### src/rtl/base_split.sv
// Splits one ow-bit total into a stream of n-lane beats, each lane at most 2**iw-1, lane 0 filled first.
// Optional macro BASE_SPLIT_ZERO_BEAT_EN: a zero total yields one all-zero last beat instead of no beat.
module base_split #(
    parameter int n  = 1,
    parameter int iw = 1,
    parameter int ow = 1
) (
    input  logic              clk,
    input  logic              reset,
    input  logic              i_v,
    output logic              i_r,
    input  logic [0:ow-1]     i_d,
    output logic              o_v,
    input  logic              o_r,
    output logic [0:n*iw-1]   o_d,
    output logic              o_last
);

    localparam int unsigned     LMAX   = (1 << iw) - 1;
    localparam longint unsigned NLMAX  = longint'(n) * longint'(LMAX);
    localparam int              CW_MIN = $clog2(NLMAX + 1);
    localparam int              CW     = (ow > CW_MIN) ? ow : CW_MIN;

    localparam logic [ow-1:0] LMAX_OW  = ow'(LMAX);
    localparam logic [CW-1:0] NLMAX_CW = CW'(NLMAX);

    typedef enum logic {
        IDLE,
        BUSY
    } state_t;

    state_t         state_reg;
    logic [ow-1:0]  rem_reg;
    logic [ow-1:0]  rem_next;
    logic [ow-1:0]  in_total;
    logic [CW-1:0]  rem_cw;
    logic [0:n*iw-1] beat_d;
    logic [ow-1:0]  avail;
    logic [ow-1:0]  lane_w;
    logic           accept;
    logic           beat_xfer;
    logic           load_busy;

    // Positional assignment keeps the MSB-first input as an ordinary number.
    assign in_total = i_d;
    assign rem_cw   = CW'(rem_reg);

    // Greedy fill: each lane takes min(what is left, LMAX); whatever survives is the next remainder.
    always_comb begin
        avail  = rem_reg;
        lane_w = '0;
        beat_d = '0;
        for (int j = 0; j < n; j++) begin
            lane_w = (avail > LMAX_OW) ? LMAX_OW : avail;
            beat_d[j*iw +: iw] = lane_w[iw-1:0];
            avail  = avail - lane_w;
        end
        rem_next = avail;
    end

    assign o_v    = (state_reg == BUSY);
    assign o_last = o_v && (rem_cw <= NLMAX_CW);

    generate
        for (genvar gi = 0; gi < n; gi++) begin : g_lane
            assign o_d[gi*iw +: iw] = o_v ? beat_d[gi*iw +: iw] : '0;
        end
    endgenerate

    assign i_r       = !reset && ((state_reg == IDLE) || (o_v && o_r && o_last));
    assign accept    = i_v && i_r;
    assign beat_xfer = o_v && o_r;

`ifdef BASE_SPLIT_ZERO_BEAT_EN
    assign load_busy = 1'b1;
`else
    // A zero total is swallowed: it is accepted but never reaches BUSY.
    assign load_busy = (in_total != '0);
`endif

    always_ff @(posedge clk) begin
        if (reset) begin
            state_reg <= IDLE;
            rem_reg   <= '0;
        end else begin
            case (state_reg)
                IDLE: begin
                    if (accept) begin
                        rem_reg   <= in_total;
                        state_reg <= load_busy ? BUSY : IDLE;
                    end
                end
                BUSY: begin
                    if (beat_xfer) begin
                        if (accept) begin
                            rem_reg   <= in_total;
                            state_reg <= load_busy ? BUSY : IDLE;
                        end else begin
                            rem_reg   <= rem_next;
                            state_reg <= o_last ? IDLE : BUSY;
                        end
                    end
                end
                default: begin
                    state_reg <= IDLE;
                    rem_reg   <= '0;
                end
            endcase
        end
    end

endmodule

### config.mk
export PLATFORM = sky130hd
export DESIGN_NAME = base_split
export DESIGN_NICKNAME = d
export VERILOG_FILES = /design/src/rtl/base_split.sv
export SDC_FILE = /design/constraint.sdc
export NUM_CORES = 1
export LEC_CHECK = 0
export BUFFER_PORTS_ARGS = -buffer_cell sky130_fd_sc_hd__buf_2
export CORE_AREA = 2 2 39 41
export CTS_BUF_LIST = sky130_fd_sc_hd__clkbuf_16
export DETAILED_ROUTE_END_ITERATION = 16
export DIE_AREA = 0 0 41 43
export MAX_ROUTING_LAYER = met4
export PLACE_DENSITY_LB_ADDON = 0.3
export SETUP_SLACK_MARGIN = 0.1
export SLEW_MARGIN = 20
export SYNTH_ARGS = -nofsm -noshare
export SYNTH_HDL_FRONTEND = slang
export SYNTH_SLANG_ARGS = --single-unit
### constraint.sdc
create_clock -name clk -period 1 [get_ports clk]
set_input_delay 0.2 -clock clk [delete_from_list [all_inputs] [get_ports clk]]
set_output_delay 0.2 -clock clk [all_outputs]
set_load 0.005 [all_outputs]
Word-level counts from Yosys, hierarchy flattened. Index checks and enable logic that the tools add are counted. Widths: inputs -> output; s select.

Bits in registers: 2. Input port bits: 5. Output and inout port bits: 4. Logic and storage cells: 28.

$add $sub $neg: 1. $lt $le $gt $ge: 2. Eq/ne operators: 2. Mux-type cells: 12. Bitwise logic cells: 1. Reduce and logical (&&, ||, !) cells: 8.

Operator list (count): $mux 1 (10); $logic_and 1x1->1 (5); $pmux 1 s2 (2); $ne 2x1->1 const B (1); $ne 2x2->1 const B (1); $reduce_and 2->1 (1); $gt 1x1->1 const B (1); $le 1x1->1 const B (1); $logic_not 1->1 (1); $logic_or 1x1->1 (1); $not 1->1 (1); $sub 1x1->1 (1).

Longest topological paths before layout.
Depth in word-level cells: 9. Gate-level depth with buffers: 2.

Least setup slack after synthesis. OpenSTA, ideal clock, no wires.

Path kind: register to register. Start: register state_reg, in the netlist o_v. End: register rem_reg, in the netlist rem_cw. Library setup time: 0.092 ns. Arrival time: 0.807 ns. Data required time: 0.908 ns. Slack: 0.101 ns. Stages on the path, launching flop included: 3. Cell sequence: dfxtp_1 mux2_1 o32ai_1.

Cells in the longest elaborated chain, start to end: 8. Elaborated cells on any way between the ends: 13. Classes of those cells: eq/ne (2); mux (3); bitwise (1); reduce/logical (7).

Ends and longest elaborated chain: start: declaration (RTL line 32) `state_t state_reg;`; start signal: assignment (RTL line 90) `state_reg <= load_busy ? BUSY : IDLE;`; start signal: assignment (RTL line 97) `state_reg <= load_busy ? BUSY : IDLE;`; start signal: assignment (RTL line 100) `state_reg <= o_last ? IDLE : BUSY;`; $logic_and 1x1->1, on equally long branches (RTL line 70, 72, 62); $logic_and 1x1->1 (RTL line 70) `assign i_r = !reset && ((state_reg == IDLE) || (o_v && o_r && o_last));`; $logic_or 1x1->1 (RTL line 70); $logic_and 1x1->1 (RTL line 70); $logic_and 1x1->1 (RTL line 71) `assign accept = i_v && i_r;`; $mux 1 (RTL line 95) `if (accept) begin`; $mux 1 (RTL line 94) `if (beat_xfer) begin`; $pmux 1 s2 (RTL line 86) `case (state_reg)`; end signal: assignment (RTL line 89) `rem_reg <= in_total;`; end signal: assignment (RTL line 96) `rem_reg <= in_total;`; end signal: assignment (RTL line 99) `rem_reg <= rem_next;`; end: declaration (RTL line 33) `logic [ow-1:0] rem_reg;`.

Several ways; a longest one is shown, not always the timed one. The select of a mux whose other input is x is not followed. A chain may end at the register's enable or synchronous reset.

Worst setup path after layout.
Start: register state_reg, in the netlist o_v. End: output port o_d.

Cells in the longest elaborated chain, start to end: 1.

Ends and longest elaborated chain: $mux 1 (RTL line 66) `assign o_d[gi*iw +: iw] = o_v ? beat_d[gi*iw +: iw] : '0;`; end: declaration (RTL line 15) `output logic [0:n*iw-1] o_d,`.

Every way passes these cells.

==> impl_metrics.toml <==
[synth]
postSynthNetCount = 17
yosys_warnings = 0
synth_seq_area_share_pct = 37.6
mean_instance_size_in_the_synthesized_netlist_um2 = 8.86
yosysUniqueCellTypes = 10
mappedNetlistArea_um2 = 106
netlist_instances = 12
ys_ff_latch = 2

[drt]
route.final.wire_length_um = 395
antenna_left = 0
vias_per_cell = 3.53
detail_route.iter0.violations = 6
via_count = 152
wire_per_inst_um = 9.19
remaining_drc_errors = 0
drt-pass1-iter-count = 4

[global_routing]
global_route_wire_length_before_repair_um = 614
grt.overflow.total = 0
antenna_violations_before_repair = 0
largest_net_degree_at_the_start_of_global_routing = 5
first_global_vias = 136
gr-usage-all-layers_pct = 6.56

[power]
totalPowerFinal_uw = 754
leakage_nw = 0.147
p_per_area_nw_per_um2 = 2350
peakVddDrop_mv = 1.44

[timing]
worst_pin_slew_ns = 0.188
slew-limit-headroom_pct = 87.5
finalWorstSetupSlack_ns = -0.0844
finalCritPeriodShare_pct = 108
fmax_mhz = 922
final-max-slew-violation-count = 0
period_needed_ns = 1.08
finalClockSkew_ns = 0.00288
hold_ws_ns = 0.201
hold_violations = 0
setup_viol = 4
setup_repair_after_global_routing_missed_its_margin = "yes"

[clocking]
clockRootBuffer = "sky130_fd_sc_hd__clkbuf_16"
clockBufferDepth = 2
cts_tree = "yes"
clkSlewWorstSetupHoldPaths_ns = 0.03
post_cts_hold_buffer_count = 0
cts-htree-levels = 1
clock-sinks = 2
worst_skew_pair.late_latency_ns = 0.22
numCtsBuffers = 3

[floorplanning]
ios = 9
die_width_um = 41
floorplan.initialDensity_pct = 7.69
design.die.area_um2 = 1760
design.core.area_um2 = 1380
rows = 14
chip_height_um = 43

[final_layout]
final_layout_size_suffix_gt1_share_pct = 81.5
num_antenna_cells = 0
areaGrowthSynthToFinish_pct = 202
layout_common_cells = "5 x sky130_fd_sc_hd__buf_2, 5 x sky130_fd_sc_hd__buf_6, 3 x sky130_fd_sc_hd__clkbuf_16, 3 x sky130_fd_sc_hd__buf_4, 2 x sky130_fd_sc_hd__nand2b_1"
finalNetCount = 34

[place]
port_buffers = 8
dpl.hpwl_um = 224
gp_routability_congestion = 0.557

[critical_path]
worstSetupStartpointType = "flop"
critical_path_peak_fanout = 4
worstPathArrival_ns = 0.88
critPathCaptureType = "output port"
worst-endpoint-required_ns = 0.80
setup.worst_path.class = "reg -> out"

[run_status]
failing_checks = "negative setup slack"
outcome = "finished with violations"

[run]
maxCapViolations = 0

[worst_hold_path]
hold_class = "in -> reg"
[critical path: stages (launching register included)]
cell and delay, ns:
sky130_fd_sc_hd__dfxtp_2 0.32, sky130_fd_sc_hd__buf_6 0.11, sky130_fd_sc_hd__and2_4 0.12, sky130_fd_sc_hd__buf_6 0.10
[flip-flops by register name, summed over array words and instances, names as in the netlist]
name	cells
o_v	1
rem_cw	1
[final timing paths]
kind,startpoint,to,slack (ns),cells past startpoint
setup / recovery,o_v$_SDFF_PP0_,o_d,-0.08,3
hold / removal,reset,o_v$_SDFF_PP0_,0.20,2
setup reg to reg,o_v$_SDFF_PP0_,rem_cw$_SDFFE_PP0P_,0.07,3
hold reg to reg,rem_cw$_SDFFE_PP0P_,rem_cw$_SDFFE_PP0P_,0.52,2
[cell usage after synthesis]
cell type | instances | area share (%)
sky130_fd_sc_hd__nand2_1 | 1 | 3.5
sky130_fd_sc_hd__mux2_1 | 1 | 11
sky130_fd_sc_hd__a21oi_1 | 1 | 4.7
sky130_fd_sc_hd__buf_4 | 1 | 7.1
sky130_fd_sc_hd__nand2b_1 | 2 | 12
sky130_fd_sc_hd__and2_2 | 1 | 7.1
sky130_fd_sc_hd__nor2_1 | 1 | 3.5
sky130_fd_sc_hd__nor2b_1 | 1 | 5.9
sky130_fd_sc_hd__dfxtp_1 | 2 | 38
sky130_fd_sc_hd__o32ai_1 | 1 | 8.2
[per-layer routing]
metal	share of wire [%]	up-vias	wire length, µm	track usage [%]
met4	0	0	0	4.00
met5	0	-	0	-
li1	-	71	-	-
met1	39	66	155	5.73
met3	19	0	74	9.42
met2	42	15	166	6.88
[cell type report]
cell class                      instances  area [µm²]
Multi-Input combinational cell          9        81.3
Sequential cell                         2        41.3
Fill cell                             147        1060
Clock buffer                            3        75.1
Tap cell                               16        20.0
Timing Repair Buffer                   13         104
[power breakdown]
part / switching [mW] / internal [mW]
sequential: 0.00375 / 0.0857
combinational: 0.0241 / 0.0451
clock: 0.0872 / 0.508
[cells by family (layout without fill, tap and decap cells)]
logic type / Yosys count / in the layout / share of synthesized area [%]
buffers and inverters: 1 / 16 / 7.06
multiplexers: 1 / 1 / 10.6
flip-flops: 2 / 2 / 37.6
AND/OR/NAND/NOR: 6 / 6 / 31.8
AO/OA/AOI/OAI: 2 / 2 / 12.9
[repair_timing]
action | 4_1_cts | 5_1_grt
buffers inserted | 3 | 1
endpoints found under the setup margin | 5 | 5
pin swaps | 2 | 2
resized for setup | 10 | 2
endpoints found under the hold margin | 0 | 0
[per-stage QoR]
step | setup WS [ns] | instances | util (%) | instance area [µm²] | TNS [ns]
finish | -0.0844 | 43 | 23.2 | 322 | -0.290
global route | -0.110 | 43 | 23.2 | 322 | -0.379
CTS | -0.0907 | 42 | 22.2 | 308 | -0.306
detailed placement | 0.0533 | 36 | 12.0 | 166 | 0
global placement | 0.0618 | 36 | 12.0 | 166 | 0
floorplan | 0.101 | 12 | - | 106 | 0
Power figures use the tool's default switching activity.
